==> src/rtl/stack_arb_pkg.sv <==
// Shared encodings and default sizes for the two-requester stack arbiter.
package stack_arb_pkg;

  localparam int          DEF_DATA_WIDTH  = 16;
  localparam logic [15:0] DEF_STACK_BASE  = 16'hFFFF;
  localparam int          DEF_STACK_DEPTH = 256;

  localparam logic OP_PUSH = 1'b0;
  localparam logic OP_POP  = 1'b1;

  typedef enum logic [2:0] {
    ST_IDLE     = 3'd0,
    ST_PUSH_WR  = 3'd1,
    ST_POP_ADDR = 3'd2,
    ST_POP_DATA = 3'd3,
    ST_RESP     = 3'd4,
    ST_ERR      = 3'd5
  } state_t;

endpackage

==> src/rtl/rr_arbiter2.sv <==
// Two-way round-robin arbiter with a one-hot grant; the grant is only issued while enabled.
module rr_arbiter2 (
  input  logic       i_clk,
  input  logic       i_rst,
  input  logic [1:0] i_req,
  input  logic       i_en,
  output logic [1:0] o_grant
);

  // High when requester 1 holds the most recent grant; reset favours requester 0.
  logic r_last;

  always_comb begin
    o_grant = 2'b00;
    if (i_en) begin
      case (i_req)
        2'b01:   o_grant = 2'b01;
        2'b10:   o_grant = 2'b10;
        2'b11:   o_grant = r_last ? 2'b01 : 2'b10;
        default: o_grant = 2'b00;
      endcase
    end
  end

  always_ff @(posedge i_clk) begin
    if (i_rst) begin
      r_last <= 1'b1;
    end else if (|o_grant) begin
      r_last <= o_grant[1];
    end
  end

endmodule

==> src/rtl/stack_arbiter.sv <==
// Arbitrates push/pop requests from two clients onto one downward-growing memory stack.
module stack_arbiter
  import stack_arb_pkg::*;
#(
  parameter int                    DATA_WIDTH  = DEF_DATA_WIDTH,
  parameter logic [DATA_WIDTH-1:0] STACK_BASE  = DATA_WIDTH'(DEF_STACK_BASE),
  parameter int                    STACK_DEPTH = DEF_STACK_DEPTH
) (
  input  logic                          CLK,
  input  logic                          RST,
  input  logic                          req0_valid,
  input  logic                          req0_op,
  input  logic [DATA_WIDTH-1:0]         req0_wdata,
  output logic                          req0_ready,
  output logic                          req0_rvalid,
  output logic [DATA_WIDTH-1:0]         req0_rdata,
  output logic                          req0_err,
  input  logic                          req1_valid,
  input  logic                          req1_op,
  input  logic [DATA_WIDTH-1:0]         req1_wdata,
  output logic                          req1_ready,
  output logic                          req1_rvalid,
  output logic [DATA_WIDTH-1:0]         req1_rdata,
  output logic                          req1_err,
  output logic [DATA_WIDTH-1:0]         mem_sp,
  output logic [DATA_WIDTH-1:0]         mem_data,
  output logic                          mem_write,
  input  logic [DATA_WIDTH-1:0]         mem_sp_data,
  output logic [DATA_WIDTH-1:0]         sp_out,
  output logic                          stack_empty,
  output logic                          stack_full,
  output logic [$clog2(STACK_DEPTH):0]  count,
  output state_t                        dbg_state
);

  localparam int                    CW      = $clog2(STACK_DEPTH) + 1;
  localparam logic [DATA_WIDTH-1:0] SP_ONE  = 1;
  localparam logic [CW-1:0]         CNT_ONE = 1;

  // Handshake: a request is accepted in any cycle where reqN_valid and reqN_ready are both high.
  state_t                r_state, w_next;
  logic                  r_op, r_idx;
  logic [DATA_WIDTH-1:0] r_wdata, r_sp, r_rdata0, r_rdata1;
  logic [CW-1:0]         r_count;
  logic [1:0]            w_grant;
  logic                  w_en, w_accept, w_sel, w_op, w_empty, w_full;
  logic [DATA_WIDTH-1:0] w_wdata;

  assign w_en     = (r_state == ST_IDLE) && !RST;
  assign w_accept = |w_grant;
  assign w_sel    = w_grant[1];
  assign w_op     = w_sel ? req1_op : req0_op;
  assign w_wdata  = w_sel ? req1_wdata : req0_wdata;
  assign w_empty  = (r_count == '0);
  assign w_full   = (r_count == CW'(STACK_DEPTH));

  rr_arbiter2 u_arb (
    .i_clk   (CLK),
    .i_rst   (RST),
    .i_req   ({req1_valid, req0_valid}),
    .i_en    (w_en),
    .o_grant (w_grant)
  );

  always_comb begin
    w_next = r_state;
    case (r_state)
      ST_IDLE: begin
        if (w_accept) begin
          if ((w_op == OP_PUSH && w_full) || (w_op == OP_POP && w_empty)) w_next = ST_ERR;
          else if (w_op == OP_PUSH)                                        w_next = ST_PUSH_WR;
          else                                                             w_next = ST_POP_ADDR;
        end
      end
      ST_PUSH_WR:  w_next = ST_IDLE;
      ST_POP_ADDR: w_next = ST_POP_DATA;
      ST_POP_DATA: w_next = ST_RESP;
      ST_RESP:     w_next = ST_IDLE;
      ST_ERR:      w_next = ST_IDLE;
      default:     w_next = ST_IDLE;
    endcase
  end

  always_ff @(posedge CLK) begin
    if (RST) begin
      r_state  <= ST_IDLE;
      r_sp     <= STACK_BASE;
      r_count  <= '0;
      r_op     <= OP_PUSH;
      r_idx    <= 1'b0;
      r_wdata  <= '0;
      r_rdata0 <= '0;
      r_rdata1 <= '0;
    end else begin
      r_state <= w_next;
      if (w_accept) begin
        r_op    <= w_op;
        r_idx   <= w_sel;
        r_wdata <= w_wdata;
      end
      case (r_state)
        ST_PUSH_WR: begin
          r_sp    <= r_sp - SP_ONE;
          r_count <= r_count + CNT_ONE;
        end
        ST_POP_ADDR: begin
          r_sp    <= r_sp + SP_ONE;
          r_count <= r_count - CNT_ONE;
        end
        ST_POP_DATA: begin
          if (r_idx) r_rdata1 <= mem_sp_data;
          else       r_rdata0 <= mem_sp_data;
        end
        default: ;
      endcase
    end
  end

  // The pop address is the slot just above SP; once SP has moved, the default SP covers POP_DATA.
  assign mem_sp    = (r_state == ST_POP_ADDR) ? (r_sp + SP_ONE) : r_sp;
  assign mem_data  = (r_state == ST_PUSH_WR) ? r_wdata : '0;
  assign mem_write = (r_state == ST_PUSH_WR) && (r_op == OP_PUSH) && !RST;

  assign req0_ready  = w_grant[0];
  assign req1_ready  = w_grant[1];
  assign req0_rvalid = (r_state == ST_RESP) && !r_idx && !RST;
  assign req1_rvalid = (r_state == ST_RESP) &&  r_idx && !RST;
  assign req0_err    = (r_state == ST_ERR)  && !r_idx && !RST;
  assign req1_err    = (r_state == ST_ERR)  &&  r_idx && !RST;
  assign req0_rdata  = r_rdata0;
  assign req1_rdata  = r_rdata1;

  assign sp_out      = r_sp;
  assign stack_empty = w_empty;
  assign stack_full  = w_full;
  assign count       = r_count;
  assign dbg_state   = r_state;

endmodule

==> config.mk <==
export PLATFORM = sky130hd
export DESIGN_NAME = stack_arbiter
export DESIGN_NICKNAME = d
export VERILOG_FILES = /design/src/rtl/stack_arb_pkg.sv /design/src/rtl/rr_arbiter2.sv /design/src/rtl/stack_arbiter.sv
export SDC_FILE = /design/constraint.sdc
export NUM_CORES = 1
export LEC_CHECK = 0
export BUFFER_PORTS_ARGS = -buffer_cell sky130_fd_sc_hd__buf_2
export CAP_MARGIN = 25
export CORE_UTILIZATION = 53
export CTS_CLUSTER_SIZE = 40
export DETAILED_ROUTE_END_ITERATION = 8
export GPL_ROUTABILITY_DRIVEN = 0
export PLACE_DENSITY = 0.95
export SLEW_MARGIN = 40
export SYNTH_ARGS = -nofsm -noshare
export SYNTH_HDL_FRONTEND = slang
export SYNTH_SLANG_ARGS = --single-unit
==> constraint.sdc <==
create_clock -name CLK -period 5.76 [get_ports CLK]
set_input_delay 1.152 -clock CLK [delete_from_list [all_inputs] [get_ports CLK]]
set_output_delay 1.152 -clock CLK [all_outputs]
set_load 0.03 [all_outputs]
==> impl_metrics.toml, run 1 <==
[yosys]
async_flop_share = 0
syn-instance-count = 503
yosys_warnings = 0
synth-main-ff-cell = "dfxtp_1"
synth.largest_area_cell = "dfxtp_1"
syn_area_per_cell_sq_um = 8.067
syn_nets = 561
seq_area_frac_synth = 0.3898
ys_ff_latch = 79
synth_area_sq_um = 4058
yosysTopAreaCellShare = 0.3898
synth_top_cells_by_count = "103 x nand2_1, 79 x dfxtp_1, 56 x a21oi_1"
synth_enable_flop_cells = 0
synth_cell_type_count = 62
synth_most_common_cell = "nand2_1"
synth.area.top_cells = "dfxtp_1 39%, nand2_1 9.5%, a21oi_1 6.9%"

[worst_setup_path]
cp-startpoint = "dbg_state[1]"
crit_type = "register to output pin"
worstSetupStartpointType = "register"
crit_fanout = 18
r2r.worst_path.cells = 9
slowest_delay_ns = 0.85
endpoint = "mem_sp[14]"
cp_slowest_cell = "dfxtp_1"
crit_arrival_ns = 2.85
r2r_start = "dbg_state[1]"
crit_path_end_kind = "output pin"
cp_cell_sequence = "nor3b_4 -> nand3_1 -> nor3_1 -> xor2_1 -> buf_2"
critPathRequiredTime_ns = 4.61
rr_endpoint = "count[8]"
rrSetupSlack_ns = 2.35

[sta]
fin_setup_tns_ns = 0
slew_viol_final = 0
setup-violations-final = 0
hold_viol = 0
max-slew-margin-rel = 0.4604
worstMarginPinSlew_ns = 0.8083
clock_skew_ns = 0.01714
fin_crit_sh = 0.6955
holdWs_ns = 0.4504
period_needed_ns = 4.006
fmax_mhz = 249.6
rsz0062_at_grt = "false"

[route]
vias = 4177
wl_um = 11190
detail_route.first_pass.iterations = 5
viasPerCell = 5.675
drc = 0
wl_per_cell_um = 15.20
drt_iter0_drc = 225
antenna_left = 0

[cts]
cts.reportedPaths.clkPinSlew_ns = 0.08
cts_root_buf = "clkbuf_8"
clk_latency_ns = 0.35
cts_buffer_depth = 2
cts_made_buffers = 9
cts_post_setup_buffers_inserted = 0
hold_buffers = 0
ctsResizeCount = 0
clock-sinks = 79
cts_tree = "yes"
htree_levels = 3

[floorplanning]
dieArea_sq_um = 8010
fp.dieH_um = 89.50
io_pins = 155
die_w_um = 89.50
core-area_sq_um = 7331
start_util = 0.5535
rows = 31

[global_route]
antenna_found_initial = 0
grt_pass1_vias = 3662
grt_pass1_wl_um = 16770
grt-ovfl-total = 0
grt_max_degree = 72
track_usage = 0.2720

[place]
dpl.hpwl_um = 8177
port_buffers = 154

[job]
max-cap-violations = 0

[final_layout]
fill_cells = 607
area_growth_pct = 22.57
fin_nets = 690
antenna_cells = 0
layout-drive-gt1-share = 0.3061

[pwr]
p_leak_nw = 2.080
powerDensity_nw_per_um2 = 410.5
vdd_ir_drop_max_mv = 0.2772

[min_path]
hold_path.class = "register to register"
hold_start = "r_wdata[8]"

[status]
status = "finished clean"
cell type report:
class                      count  area, sq um  share of cell area
inverter                       7        26.28            0.005283
multi-input combinational    379         2261              0.4546
timing repair buffer         156        789.5              0.1587
clock buffer                  10        137.6             0.02767
sequential                    79         1583              0.3182
tap                           99        123.9             0.02491
clock inverter                 6        52.55             0.01057
placed cells by master (no fill, tap or decap), types with 4 or more instances in the layout:
cell type and count:
nand2_1 103, nand3_1 10, nand4_1 9, nor4_1 8, and2_1 18, dfxtp_1 78
xor2_1 11, clkbuf_8 10, xnor2_1 22, inv_1 5, a21oi_1 56, o21ai_0 4
a22oi_1 16, nor3_1 12, or3_1 4, ha_1 4, a31oi_1 5, buf_2 154
nor2_1 34
worst min-delay path by stage:
stage,endpoint,cells past startpoint
final,r_wdata[8],2
after floorplan,r_wdata[0],2
after CTS,r_wdata[2],2
after global routing,r_wdata[2],2
after detailed placement,r_wdata[2],2
after global placement,r_wdata[1],2
worst max-delay path, delay by kind of cell (launching register included):
family | cells | cell delay, ns
AND/OR/NAND/NOR | 3 | 1.29
flip-flops | 1 | 0.85
buffers and inverters | 1 | 0.21
XOR/XNOR | 1 | 0.16
flip-flops by register name (all words and copies together), names as in the netlist:
signal / count
u_arb.r_last: 1
sp_out: 16
req1_rdata: 16
dbg_state: 3
r_op: 1
r_idx: 1
req0_rdata: 16
r_wdata: 16
count: 9
metal layers:
layer / vias to the layer above / global-route usage / routed length, um
met5: - / 0 / 0
met4: 0 / 0.1097 / 228
met3: 29 / 0.04709 / 634
met2: 190 / 0.4802 / 5695
met1: 1953 / 0.3278 / 4629
li1: 2005 / - / -
stage by stage:
step / cell area [sq um] / std cells / setup slack [ns] / utilization / power, mW
2_1_floorplan: 4058 / 503 / 2.087 / - / 1.403
3_3_place_gp: 4761 / 719 / 2.086 / 0.6494 / 1.618
3_5_place_dp: 4782 / 720 / 1.956 / 0.6523 / 1.657
4_1_cts: 4972 / 736 / 1.753 / 0.6783 / 2.045
5_1_grt: 4974 / 736 / 1.536 / 0.6784 / 2.167
6_report: 4974 / 736 / 1.754 / 0.6784 / 2.042
kinds of logic after synthesis:
family | count (synthesis) | synth area share
AOI/OAI and AO/OA | 112 | 0.1776
DFF | 79 | 0.3898
adders and majority gates | 4 | 0.01233
buffers and inverters | 45 | 0.05674
xor gates and xnor gates | 33 | 0.07123
and+or+nand+nor | 227 | 0.2840
muxes | 3 | 0.008325
power by group:
group	total, mW	leakage (nW)	switching [mW]	internal (mW)
Sequential	0.778	0.641	0.154	0.624
Combinational	0.875	1.35	0.568	0.307
Clock	0.389	0.0910	0.214	0.174
(Power assumes the default switching activity.)
==> inputs of run 2 (changes only) <==
--- a/config.mk
+++ b/config.mk
@@ -7,11 +7,11 @@
 export LEC_CHECK = 0
 export BUFFER_PORTS_ARGS = -buffer_cell sky130_fd_sc_hd__buf_2
 export CAP_MARGIN = 25
-export CORE_UTILIZATION = 53
+export CORE_UTILIZATION = 45
 export CTS_CLUSTER_SIZE = 40
 export DETAILED_ROUTE_END_ITERATION = 8
 export GPL_ROUTABILITY_DRIVEN = 0
-export PLACE_DENSITY = 0.95
+export PLACE_DENSITY = 0.89
 export SLEW_MARGIN = 40
 export SYNTH_ARGS = -nofsm -noshare
 export SYNTH_HDL_FRONTEND = slang
==> constraint.sdc (replaced) <==
create_clock -name CLK -period 3.6 [get_ports CLK]
set_input_delay 0.72 -clock CLK [delete_from_list [all_inputs] [get_ports CLK]]
set_output_delay 0.72 -clock CLK [all_outputs]
set_load 0.03 [all_outputs]
==> impl_metrics.toml, run 2 (synthesis gave the netlist of run 1 again) <==
[route]
wl_per_cell_um = 14.63
vias = 4106
viasPerCell = 5.467
detail_route.first_pass.iterations = 5
drt_iter0_drc = 213
wl_um = 10990
antenna_left = 0
drc = 0

[place]
dpl.cell_count = 735
dpl.hpwl_um = 8088
port_buffers = 154

[worst_setup_path]
crit_type = "register to output pin"
critPathRequiredTime_ns = 2.88
crit_arrival_ns = 2.50
worstSetupStartpointType = "register"
crit_fanout = 14
crit_path_end_kind = "output pin"

[floorplanning]
start_util = 0.4653
core-area_sq_um = 8721
fp.dieH_um = 96.96
die_w_um = 96.96
rows = 34
io_pins = 155
dieArea_sq_um = 9400

[global_route]
grt_pass1_wl_um = 17830
track_usage = 0.2308
grt_pass1_vias = 3812
grt_max_degree = 39
grt-ovfl-total = 0
antenna_found_initial = 0

[pwr]
internal_power_mw = 1.766
power_mw = 3.264
clockPowerShare = 0.188
combPwrFrac = 0.452
switchingPower_mw = 1.498
p_sw_frac = 0.4590
powerDensity_nw_per_um2 = 651.0
p_leak_nw = 2.106
vdd_ir_drop_max_mv = 0.3488
seqPwrFrac = 0.360

[final_layout]
final_common_cell = "buf_2"
antenna_cells = 0
final_cell_mix = "154 x buf_2, 103 x nand2_1, 79 x dfxtp_1"
multiInputGateArea_sq_um = 2261
fill_cells = 796
area_growth_pct = 23.56
layout-drive-gt1-share = 0.3110
fin_nets = 696
layout.area.seq_sq_um = 1582
fin_cells = 751

[sta]
setup-violations-final = 0
slew_viol_final = 0
clock_skew_ns = 0.01182
rsz0062_at_grt = "false"
hold_viol = 0
worstMarginPinSlew_ns = 0.7180
max-slew-margin-rel = 0.5208
fin_crit_sh = 0.8955
fmax_mhz = 310.2
period_needed_ns = 3.224
fin_setup_tns_ns = 0

[cts]
clk_latency_ns = 0.35
ctsResizeCount = 0
cts_tree = "yes"
cts_buffer_depth = 2
cts.reportedPaths.clkPinSlew_ns = 0.09
clock-sinks = 79
cts_post_setup_buffers_inserted = 0
htree_levels = 3
cts_root_buf = "clkbuf_8"
hold_buffers = 0
cts_made_buffers = 9

[min_path]
hold_path.class = "register to register"

[status]
status = "finished clean"

[job]
max-cap-violations = 0
[run 2: area by class of cell]
| type | count | area share |
|---|---|---|
| flip-flops and latches | 79 | 0.3154 |
| multi-input cells | 379 | 0.4510 |
| clock inverters | 7 | 0.01098 |
| inverters | 7 | 0.005241 |
| repair buffers | 162 | 0.1657 |
| clock buffers | 9 | 0.02471 |
| well taps | 108 | 0.02695 |
[run 2: stage by stage]
| step | worst slack, ns | hold slack (ns) | utilization | area [sq um] |
|---|---|---|---|---|
| 2_1_floorplan | 0.6705 | 0.4273 | - | 4058 |
| 3_3_place_gp | 0.8626 | 0.4344 | 0.5532 | 4825 |
| 3_5_place_dp | 0.7587 | 0.4422 | 0.5544 | 4835 |
| 4_1_cts | 0.3530 | 0.4525 | 0.5749 | 5014 |
| 5_1_grt | 0.2278 | 0.4701 | 0.5749 | 5014 |
| 6_report | 0.3763 | 0.4514 | 0.5749 | 5014 |
[run 2: routing by layer]
| layer | up-vias | part of all wire | track usage |
|---|---|---|---|
| met2 | 193 | 0.48 | 0.3960 |
| met4 | 0 | 0.021 | 0.09300 |
| li1 | 2028 | - | - |
| met1 | 1862 | 0.43 | 0.2782 |
| met3 | 23 | 0.069 | 0.05202 |
| met5 | - | 0 | 0 |
[run 2: critical path: stages (launching register included)]
cell      delay [ns]
dfxtp_1         0.67
nand4b_1        0.25
or3_4           0.46
or3_4           0.40
xnor2_1         0.15
buf_2           0.22
[run 2: final timing paths]
| path | startpoint | endpoint | cells past startpoint | slack (ns) |
|---|---|---|---|---|
| worst min register to register | r_wdata[6] | r_wdata[6] | 2 | 0.45 |
| worst min-delay path | r_wdata[6] | r_wdata[6] | 2 | 0.45 |
| worst max-delay path | sp_out[2] | mem_sp[15] | 5 | 0.38 |
| worst max register to register | dbg_state[1] | count[8] | 10 | 0.92 |
[run 2: power by group through the flow]
| stage | logic, mW | clock network (mW) | registers [mW] |
|---|---|---|---|
| 3_5_place_dp | 1.46 | 0 | 1.19 |
| 3_3_place_gp | 1.43 | 0 | 1.18 |
| 4_1_cts | 1.47 | 0.629 | 1.17 |
| 2_1_floorplan | 1.00 | 0 | 1.24 |
| 5_1_grt | 1.59 | 0.662 | 1.20 |
| 6_report | 1.48 | 0.613 | 1.17 |
